<file path="config.mk">
export PLATFORM = sky130hd
export DESIGN_NAME = cpu_mem_port_ctrl
export DESIGN_NICKNAME = d
export VERILOG_FILES = /design/src/rtl/cpu_mem_port_ctrl.sv
export SDC_FILE = /design/constraint.sdc
export NUM_CORES = 1
export LEC_CHECK = 0
export ABC_AREA = 1
export ABC_CLOCK_PERIOD_IN_PS = 2200
export BUFFER_PORTS_ARGS = -buffer_cell sky130_fd_sc_hd__buf_2
export CORE_MARGIN = 5
export CORE_UTILIZATION = 35
export DETAILED_ROUTE_END_ITERATION = 8
export GPL_TIMING_DRIVEN = 0
export PLACE_DENSITY = 0.65
export SLEW_MARGIN = 20
export SYNTH_ARGS = -nofsm -noshare
export SYNTH_HDL_FRONTEND = slang
export SYNTH_SLANG_ARGS = --single-unit
</file>
<file path="constraint.sdc">
create_clock -name clk -period 2.2 [get_ports clk]
set_input_delay 0.22 -clock clk [delete_from_list [all_inputs] [get_ports clk]]
set_output_delay 0.22 -clock clk [all_outputs]
set_load 0.05 [all_outputs]
</file>
<file path="src/rtl/cpu_mem_port_ctrl.sv">
// Multi-port memory-access controller: latches grouped pipeline requests onto bus master ports,
// stalls the pipeline until every port of the group completes, with optional per-port timeout.
module cpu_mem_port_ctrl #(
    parameter int unsigned         NUM_PORTS   = 2,
    parameter int unsigned         ADDR_BITS   = 32,
    parameter int unsigned         DATA_BITS   = 32,
    parameter int unsigned         WEB_BITS    = 4,
    parameter int unsigned         TIMEOUT_CYC = 0,
    parameter logic [DATA_BITS-1:0] ERR_DATA   = '0
) (
    input  logic                           clk,
    input  logic                           rstn,
    input  logic [NUM_PORTS-1:0]           pipe_req_i,
    input  logic [NUM_PORTS-1:0]           pipe_wr_i,
    input  logic [NUM_PORTS*ADDR_BITS-1:0] pipe_addr_i,
    input  logic [NUM_PORTS*DATA_BITS-1:0] pipe_wdata_i,
    input  logic [NUM_PORTS*WEB_BITS-1:0]  pipe_web_i,
    output logic [NUM_PORTS*DATA_BITS-1:0] pipe_rdata_o,
    output logic                           stall_o,
    output logic [NUM_PORTS-1:0]           bus_req_o,
    output logic [NUM_PORTS-1:0]           bus_read_o,
    output logic [NUM_PORTS-1:0]           bus_write_o,
    output logic [NUM_PORTS*ADDR_BITS-1:0] bus_addr_o,
    output logic [NUM_PORTS*DATA_BITS-1:0] bus_wdata_o,
    output logic [NUM_PORTS*WEB_BITS-1:0]  bus_web_o,
    input  logic [NUM_PORTS-1:0]           bus_wait_i,
    input  logic [NUM_PORTS*DATA_BITS-1:0] bus_rdata_i,
    input  logic                           err_clr_i,
    output logic [NUM_PORTS-1:0]           err_o
);

    // Counter keeps a 1-bit width when timeout is disabled so the declaration stays legal.
    localparam int unsigned CNT_W = (TIMEOUT_CYC != 0) ? $clog2(TIMEOUT_CYC + 1) : 1;

    typedef enum logic [1:0] {
        ST_IDLE = 2'd0,
        ST_BUSY = 2'd1,
        ST_DONE = 2'd2
    } state_e;

    typedef struct packed {
        logic                 wr;
        logic [ADDR_BITS-1:0] addr;
        logic [DATA_BITS-1:0] wdata;
        logic [WEB_BITS-1:0]  web;
    } lat_t;

    state_e                         state_q [NUM_PORTS];
    state_e                         state_d [NUM_PORTS];
    lat_t                           lat_q   [NUM_PORTS];
    lat_t                           lat_d   [NUM_PORTS];
    logic [CNT_W-1:0]               cnt_q   [NUM_PORTS];
    logic [CNT_W-1:0]               cnt_d   [NUM_PORTS];
    logic [NUM_PORTS*DATA_BITS-1:0] rdata_q, rdata_d;
    logic [NUM_PORTS-1:0]           err_q, err_d;

    logic [NUM_PORTS-1:0] busy_c;
    logic [NUM_PORTS-1:0] done_c;
    logic                 group_idle_c;
    logic                 release_c;

    // Group status decoded from the per-port states.
    always_comb begin
        busy_c = '0;
        done_c = '0;
        for (int p = 0; p < NUM_PORTS; p++) begin
            busy_c[p] = (state_q[p] == ST_BUSY);
            done_c[p] = (state_q[p] == ST_DONE);
        end
        group_idle_c = ~|(busy_c | done_c);
        release_c    = ~group_idle_c & ~|busy_c;
    end

    assign stall_o = (group_idle_c & |pipe_req_i) | |busy_c;

    always_ff @(posedge clk or negedge rstn) begin
        if (!rstn) begin
            for (int p = 0; p < NUM_PORTS; p++) begin
                state_q[p] <= ST_IDLE;
                lat_q[p]   <= '0;
                cnt_q[p]   <= '0;
            end
            rdata_q <= '0;
            err_q   <= '0;
        end else begin
            state_q <= state_d;
            lat_q   <= lat_d;
            cnt_q   <= cnt_d;
            rdata_q <= rdata_d;
            err_q   <= err_d;
        end
    end

    // Per-port next state: start, completion or timeout, and group release.
    always_comb begin
        state_d = state_q;
        lat_d   = lat_q;
        cnt_d   = cnt_q;
        rdata_d = rdata_q;
        err_d   = err_clr_i ? '0 : err_q;
        for (int p = 0; p < NUM_PORTS; p++) begin
            case (state_q[p])
                ST_IDLE: begin
                    if (group_idle_c && pipe_req_i[p]) begin
                        state_d[p]       = ST_BUSY;
                        lat_d[p].wr      = pipe_wr_i[p];
                        lat_d[p].addr    = pipe_addr_i[p*ADDR_BITS +: ADDR_BITS];
                        lat_d[p].wdata   = pipe_wdata_i[p*DATA_BITS +: DATA_BITS];
                        lat_d[p].web     = pipe_web_i[p*WEB_BITS +: WEB_BITS];
                        cnt_d[p]         = '0;
                    end
                end
                ST_BUSY: begin
                    if (!bus_wait_i[p]) begin
                        state_d[p] = ST_DONE;
                        if (!lat_q[p].wr) begin
                            rdata_d[p*DATA_BITS +: DATA_BITS] = bus_rdata_i[p*DATA_BITS +: DATA_BITS];
                        end
                    end else if ((TIMEOUT_CYC != 0) && (cnt_q[p] == CNT_W'(TIMEOUT_CYC - 1))) begin
                        state_d[p]                        = ST_DONE;
                        rdata_d[p*DATA_BITS +: DATA_BITS] = ERR_DATA;
                        err_d[p]                          = 1'b1;
                    end else if (TIMEOUT_CYC != 0) begin
                        cnt_d[p] = cnt_q[p] + CNT_W'(1);
                    end
                end
                ST_DONE: begin
                    if (release_c) begin
                        state_d[p] = ST_IDLE;
                    end
                end
                default: state_d[p] = ST_IDLE;
            endcase
        end
    end

    // Bus side is driven straight from the latched request while the port is BUSY.
    always_comb begin
        bus_req_o   = '0;
        bus_read_o  = '0;
        bus_write_o = '0;
        bus_addr_o  = '0;
        bus_wdata_o = '0;
        bus_web_o   = '0;
        for (int p = 0; p < NUM_PORTS; p++) begin
            bus_req_o[p]                          = busy_c[p];
            bus_read_o[p]                         = busy_c[p] & ~lat_q[p].wr;
            bus_write_o[p]                        = busy_c[p] & lat_q[p].wr;
            bus_addr_o[p*ADDR_BITS +: ADDR_BITS]  = lat_q[p].addr;
            bus_wdata_o[p*DATA_BITS +: DATA_BITS] = lat_q[p].wdata;
            bus_web_o[p*WEB_BITS +: WEB_BITS]     = lat_q[p].web;
        end
    end

    assign pipe_rdata_o = rdata_q;
    assign err_o        = err_q;

endmodule

</file>
==> flow_summary.yaml, run 1 <==
run_status:
  status: "completed"
die:
  die_h_um: 173
  die_w_um: 173
  start_util_pct: 35.7
  rows: 59
  die_area_um2: 30000
  num_io_pins: 418
  core_um2: 26100
critical_path:
  arrival_ps: 1910
  r2r-end: "bus_addr_o[32]"
  path_delay_family: "simple AND/OR/NAND/NOR gates"
  crit_cells: 6
  r2r_slack_ps: 250
  required_ps: 1980
  end_kind: "output pin"
  cp-startpoint: "state_q[0]"
  crit_slowest_cell: "dfrtp_1"
  cp.buffers_inverters: 2
  endpoint: "stall_o"
  crit_fanout: 3
  cpPeakStageDelay_ps: 380
  rr_startpoint: "state_q[0]"
  r2r_cells: 9
  worstPathCellList: "inv_1, ha_1, nor2_2, nand2_2, nand3_1, buf_6"
  crit_type: "reg2out"
  cp-start-kind: "register"
routing:
  finalWirelength_um: 31600
  dr.pass1.iters: 7
  dr_total_vias: 9451
  met2_length_um: 15900
  top_layer: "met5"
  drtAntennaViolNets: 0
  wire_per_inst_um: 15.3
  drt-met1-wl_um: 12000
  remaining_drc_errors: 0
  drt_iter0_drc: 516
  dr_wl_met3_um: 2280
  avgViaCountPerCell: 4.57
pwr:
  p_per_area_nw_per_um2: 1700
  ir_drop_uv: 966
  p_leak_nw: 8.36
  power_mw: 25.0
global_route:
  grt_max_degree: 84
  track_usage_pct: 20.4
  grt_overflow_total: 0
  grt_pass1_wl_um: 51300
  grt_pass1_vias: 10000
  antenna_found_initial: 2
placement:
  gp_congestion: 0.830
  place_hpwl_um: 21700
  portBuffers: 414
synthesis:
  synth_top_area_share_pct: 55.2
  synthMostInstantiatedCell: "nand2_1"
  synth_area_leaders: "dfrtp_1 (55%), nand2_1 (17%), buf_4 (11%), nand3_1 (11%), buf_2 (2.0%)"
  synth_cell_types: 17
  yosysSeqAreaShare_pct: 55.2
  synth_edf_count: 0
  syn-cell-area_um2: 9340
  synth_seq_cells: 206
  async_flop_share_pct: 100
  synth_commonest_cells: "nand2_1 (424), dfrtp_1 (206), nand3_1 (205)"
  synth_area_leader_cell: "dfrtp_1"
  postSynthAreaPerCell_um2: 8.72
  yosysWarnings: 0
  netlist_instances: 1070
  synth_flop_cell: "dfrtp_1"
min_path:
  min_path_type: "in2reg"
  worstHoldStart: "pipe_wdata_i[3]"
timing:
  rsz0062_at_grt: "true"
  slew_violations: 0
  max_freq_ghz: 0.470
  max-slew-margin-rel_pct: 64.5
  clock_skew_ps: 14.4
  period_share_pct: 96.7
  worst_slew_pin_slew_ps: 533
  finalSetupViolCount: 0
  min_period_ps: 2130
  hold_viol: 0
clock_network:
  numCtsBuffers: 24
  cts.reportedPaths.clkPinSlew_ps: 60
  clock_latency_ps: 510
  clock-sinks: 206
  cts_tree: "built"
  ctsHtreeMaxLevel: 1
  post-cts-setup-buffer-count: 0
  clockBufferDepth: 3
  cts-root-buf: "clkbuf_16"
layout:
  final_nets: 1930
  fill_cells: 2313
  drive_above_1_share_pct: 37.4
  final_util_pct: 56.3
  syn_to_final_growth_pct: 57.6
run:
  maxCapViolations: 0
## per-layer routing
layer,track usage [%],up-vias
met1,23.2,4420
met3,5.13,98
met2,36.1,389
li1,-,4542
met5,0,-
met4,9.01,2
## report_power, final
part           switching, mW  internal (mW)
sequential             0.968           5.57
combinational           10.4           4.26
clock                   1.58           2.23
total                   12.9           12.1
## flip-flops by register name, indices dropped and copies added (netlist names)
register      cells
bus_addr_o       64
bus_wdata_o      64
bus_web_o         8
lat_q             2
pipe_rdata_o     64
state_q           4
## timing repair
item	CTS	global route
pin swaps	0	1
gates resized for setup	10	0
hold buffers	202	0
gates cloned	0	0
endpoints found under the setup margin	3	3
hold endpoints to repair	257	0
## cells in the final DEF (no fill, tap or decap), types with 8 or more instances in the layout
cell type and count:
inv_1 8, clkinv_2 8, dlygate4sd3_1 202, nand2_1 424, buf_2 445, dfrtp_1 206, clkbuf_1 26, buf_4 145
clkbuf_16 24, nand3_1 205
## cell families (layout without fill, tap and decap cells)
family                     Yosys count  in the layout  share of synthesized area [%]
DFF                                206            206                           55.2
buffers and inverters              216            877                           15.1
and+or+nand+nor                    641            641                           28.8
adders and majority gates            6              6                          0.804
other                                1              5                         0.0402
## worst min-delay path by stage
stage | to | slack [ps] | cells after the start
2_1_floorplan | bus_addr_o[0] | -80 | 0
3_3_place_gp | pipe_rdata_o[30] | 450 | 2
3_5_place_dp | bus_addr_o[21] | 180 | 1
4_1_cts | bus_wdata_o[3] | 4 | 3
5_1_grt | bus_wdata_o[3] | 20 | 3
6_report | bus_wdata_o[3] | 6 | 3
## area by class of cell
cell class | count | area (um^2) | area share (%)
sequential | 206 | 5150 | 35.0
timing repair buffer | 618 | 4170 | 28.3
multi-input combinational | 649 | 2790 | 18.9
buffer | 202 | 1360 | 9.25
clock buffer | 32 | 661 | 4.49
tap | 335 | 419 | 2.85
clock inverter | 11 | 95.1 | 0.646
inverter | 14 | 55.1 | 0.374
antenna | 3 | 7.51 | 0.0510
## worst reg2reg max path: cells and delay by family, from the launching register on
family        cells  cell delay (ps)
fa+ha+maj         1              330
buf+inv           3              540
flops             1              380
simple gates      5              590
## per-stage QoR
step | instance area, um^2 | worst slack, ps | hold slack, ps | setup TNS, ps | std cells
floorplan | 9340 | 620 | -75.6 | 0 | 1071
global placement | 11800 | -2780 | 451 | -568910 | 1820
detailed placement | 11900 | 176 | 183 | 0 | 1822
CTS | 14700 | 2.69 | 4.49 | 0 | 2067
global route | 14700 | -22.2 | 15.3 | -40.9 | 2068
finish | 14700 | 73.2 | 6.10 | 0 | 2070
Power figures use the tool's default switching activity.
==> run 2, diff against run 1 <==
Settings changed: ABC_AREA 1 to unset, PLACE_DENSITY 0.65 to 0.66.
==> flow_summary.yaml, run 2 <==
timing:
  max_freq_ghz: 0.477
  slew_violations: 0
  fin_tns_setup_ps: 0
  finalSetupViolCount: 0
  hold_viol: 0
  clock_skew_ps: 14.0
  rsz0062_at_grt: "false"
  period_share_pct: 95.2
  min_period_ps: 2100
clock_network:
  numCtsBuffers: 24
  clock-sinks: 206
  clock_latency_ps: 510
  cts-root-buf: "clkbuf_16"
  cts.reportedPaths.clkPinSlew_ps: 60
  clockBufferDepth: 3
  cts_tree: "built"
  ctsHtreeMaxLevel: 1
min_path:
  worstHoldPathCells: 3
  min_path_type: "in2reg"
  worstHoldStart: "pipe_req_i[1]"
die:
  num_io_pins: 418
  die_h_um: 171
  die_area_um2: 29300
  start_util_pct: 35.2
  core_um2: 25800
  die_w_um: 171
  rows: 59
synthesis:
  synth_edf_count: 0
  yosysWarnings: 0
  syn-cell-area_um2: 9080
  synth_top_area_share_pct: 56.7
  synth_seq_cells: 206
  synth_flop_cell: "dfrtp_1"
  async_flop_share_pct: 100
  synthMostInstantiatedCell: "dfrtp_1"
  postSynthAreaPerCell_um2: 14.8
  synth_cell_types: 25
  yosysSeqAreaShare_pct: 56.7
  netlist_instances: 615
  synth_area_leaders: "dfrtp_1 (57%), mux2_2 (21%), buf_4 (12%), mux2_4 (3.3%), buf_6 (1.2%)"
  synth_area_leader_cell: "dfrtp_1"
  synth_commonest_cells: "dfrtp_1 (206), mux2_2 (173), buf_4 (151)"
layout:
  final_util_pct: 56.3
  final_cell_mix: "buf_2 (413), dfrtp_1 (206), dlygate4sd3_1 (205)"
  syn_to_final_growth_pct: 60.3
  layout_commonest_cell: "buf_2"
  stdcell_count: 1620
  final_nets: 1479
  final_cell_area_um2: 14600
  drive_above_1_share_pct: 64.4
run:
  maxCapViolations: 0
global_route:
  grt_overflow_total: 0
  grt_max_degree: 93
  track_usage_pct: 17.4
  grt_pass1_vias: 7796
  antenna_found_initial: 2
  grt_pass1_wl_um: 40800
critical_path:
  cp-startpoint: "state_q[0]"
  r2r_cells: 8
  arrival_ps: 1880
  end_kind: "output pin"
  cp-start-kind: "register"
  required_ps: 1980
  crit_type: "reg2out"
  rr_startpoint: "state_q[0]"
  crit_fanout: 3
placement:
  portBuffers: 414
  placed_area_um2: 11600
  dp_cells: 1367
  place_hpwl_um: 18100
  gp_congestion: 0.763
routing:
  avgViaCountPerCell: 4.29
  finalWirelength_um: 26800
  dr_total_vias: 6956
  wire_per_inst_um: 16.5
  drt_iter0_drc: 208
  dr.pass1.iters: 4
  remaining_drc_errors: 0
  drtAntennaViolNets: 0
run_status:
  status: "completed"
==> run 2: kinds of logic after synthesis <==
kind of cell / synth area share, %
buf+inv: 14.4
other cells: 0.0413
simple gates: 1.17
mux: 26.0
fa+ha+maj: 0.826
flops: 56.7
compound gates: 0.813
==> run 2: layout make-up <==
cell class | count | area [um^2]
fillers | 2057 | 11300
flip-flops and latches | 206 | 5150
repair buffers | 622 | 4200
multi-input cells | 241 | 2660
plain buffers | 164 | 1290
clock buffers | 36 | 726
well taps | 335 | 419
clock inverters | 8 | 81.3
inverters | 5 | 18.8
diodes | 3 | 7.51
==> run 2: critical path, stage by stage, from the launching register on <==
cell and delay (ps):
dfrtp_1 410, inv_2 100, ha_4 210, or2_2 310, o21ai_2 150, buf_6 180
==> run 2: worst paths after layout <==
kind / to / slack (ps)
hold reg to reg: pipe_rdata_o[6] / 480
max in group asynchronous: bus_wdata_o[30] / 1160
setup reg to reg: bus_addr_o[54] / 210
hold / removal: state_q[0] / 50
min in group asynchronous: pipe_rdata_o[18] / 220
setup / recovery: stall_o / 100
==> run 2: per-layer routing <==
layer | track usage (%) | part of all wire [%] | routed length, um | vias to the layer above
li1 | - | - | - | 3243
met1 | 18.9 | 36 | 9630 | 3365
met2 | 31.9 | 53 | 14200 | 276
met3 | 4.81 | 7.5 | 2010 | 70
met4 | 6.82 | 3.4 | 905 | 2
met5 | 0 | 0.049 | 13 | -
==> run 2: what timing repair did <==
action,in CTS,in global routing
hold buffers,205,0
endpoints found under the setup margin,1,31
endpoints found under the hold margin,260,0
pin swaps,0,0
gates resized for setup,5,4
setup buffers,0,1
==> run 2: stage by stage <==
step	hold WS [ps]	setup WS, ps
6_report	48.1	105
2_1_floorplan	-75.6	82.7
4_1_cts	9.33	6.38
3_3_place_gp	435	-2750
5_1_grt	42.8	13.7
3_5_place_dp	179	102
Power of run 2 is left out: the tool's default activity adds up to more than one toggle a clock period on the data nets, which glitch-free logic cannot reach.
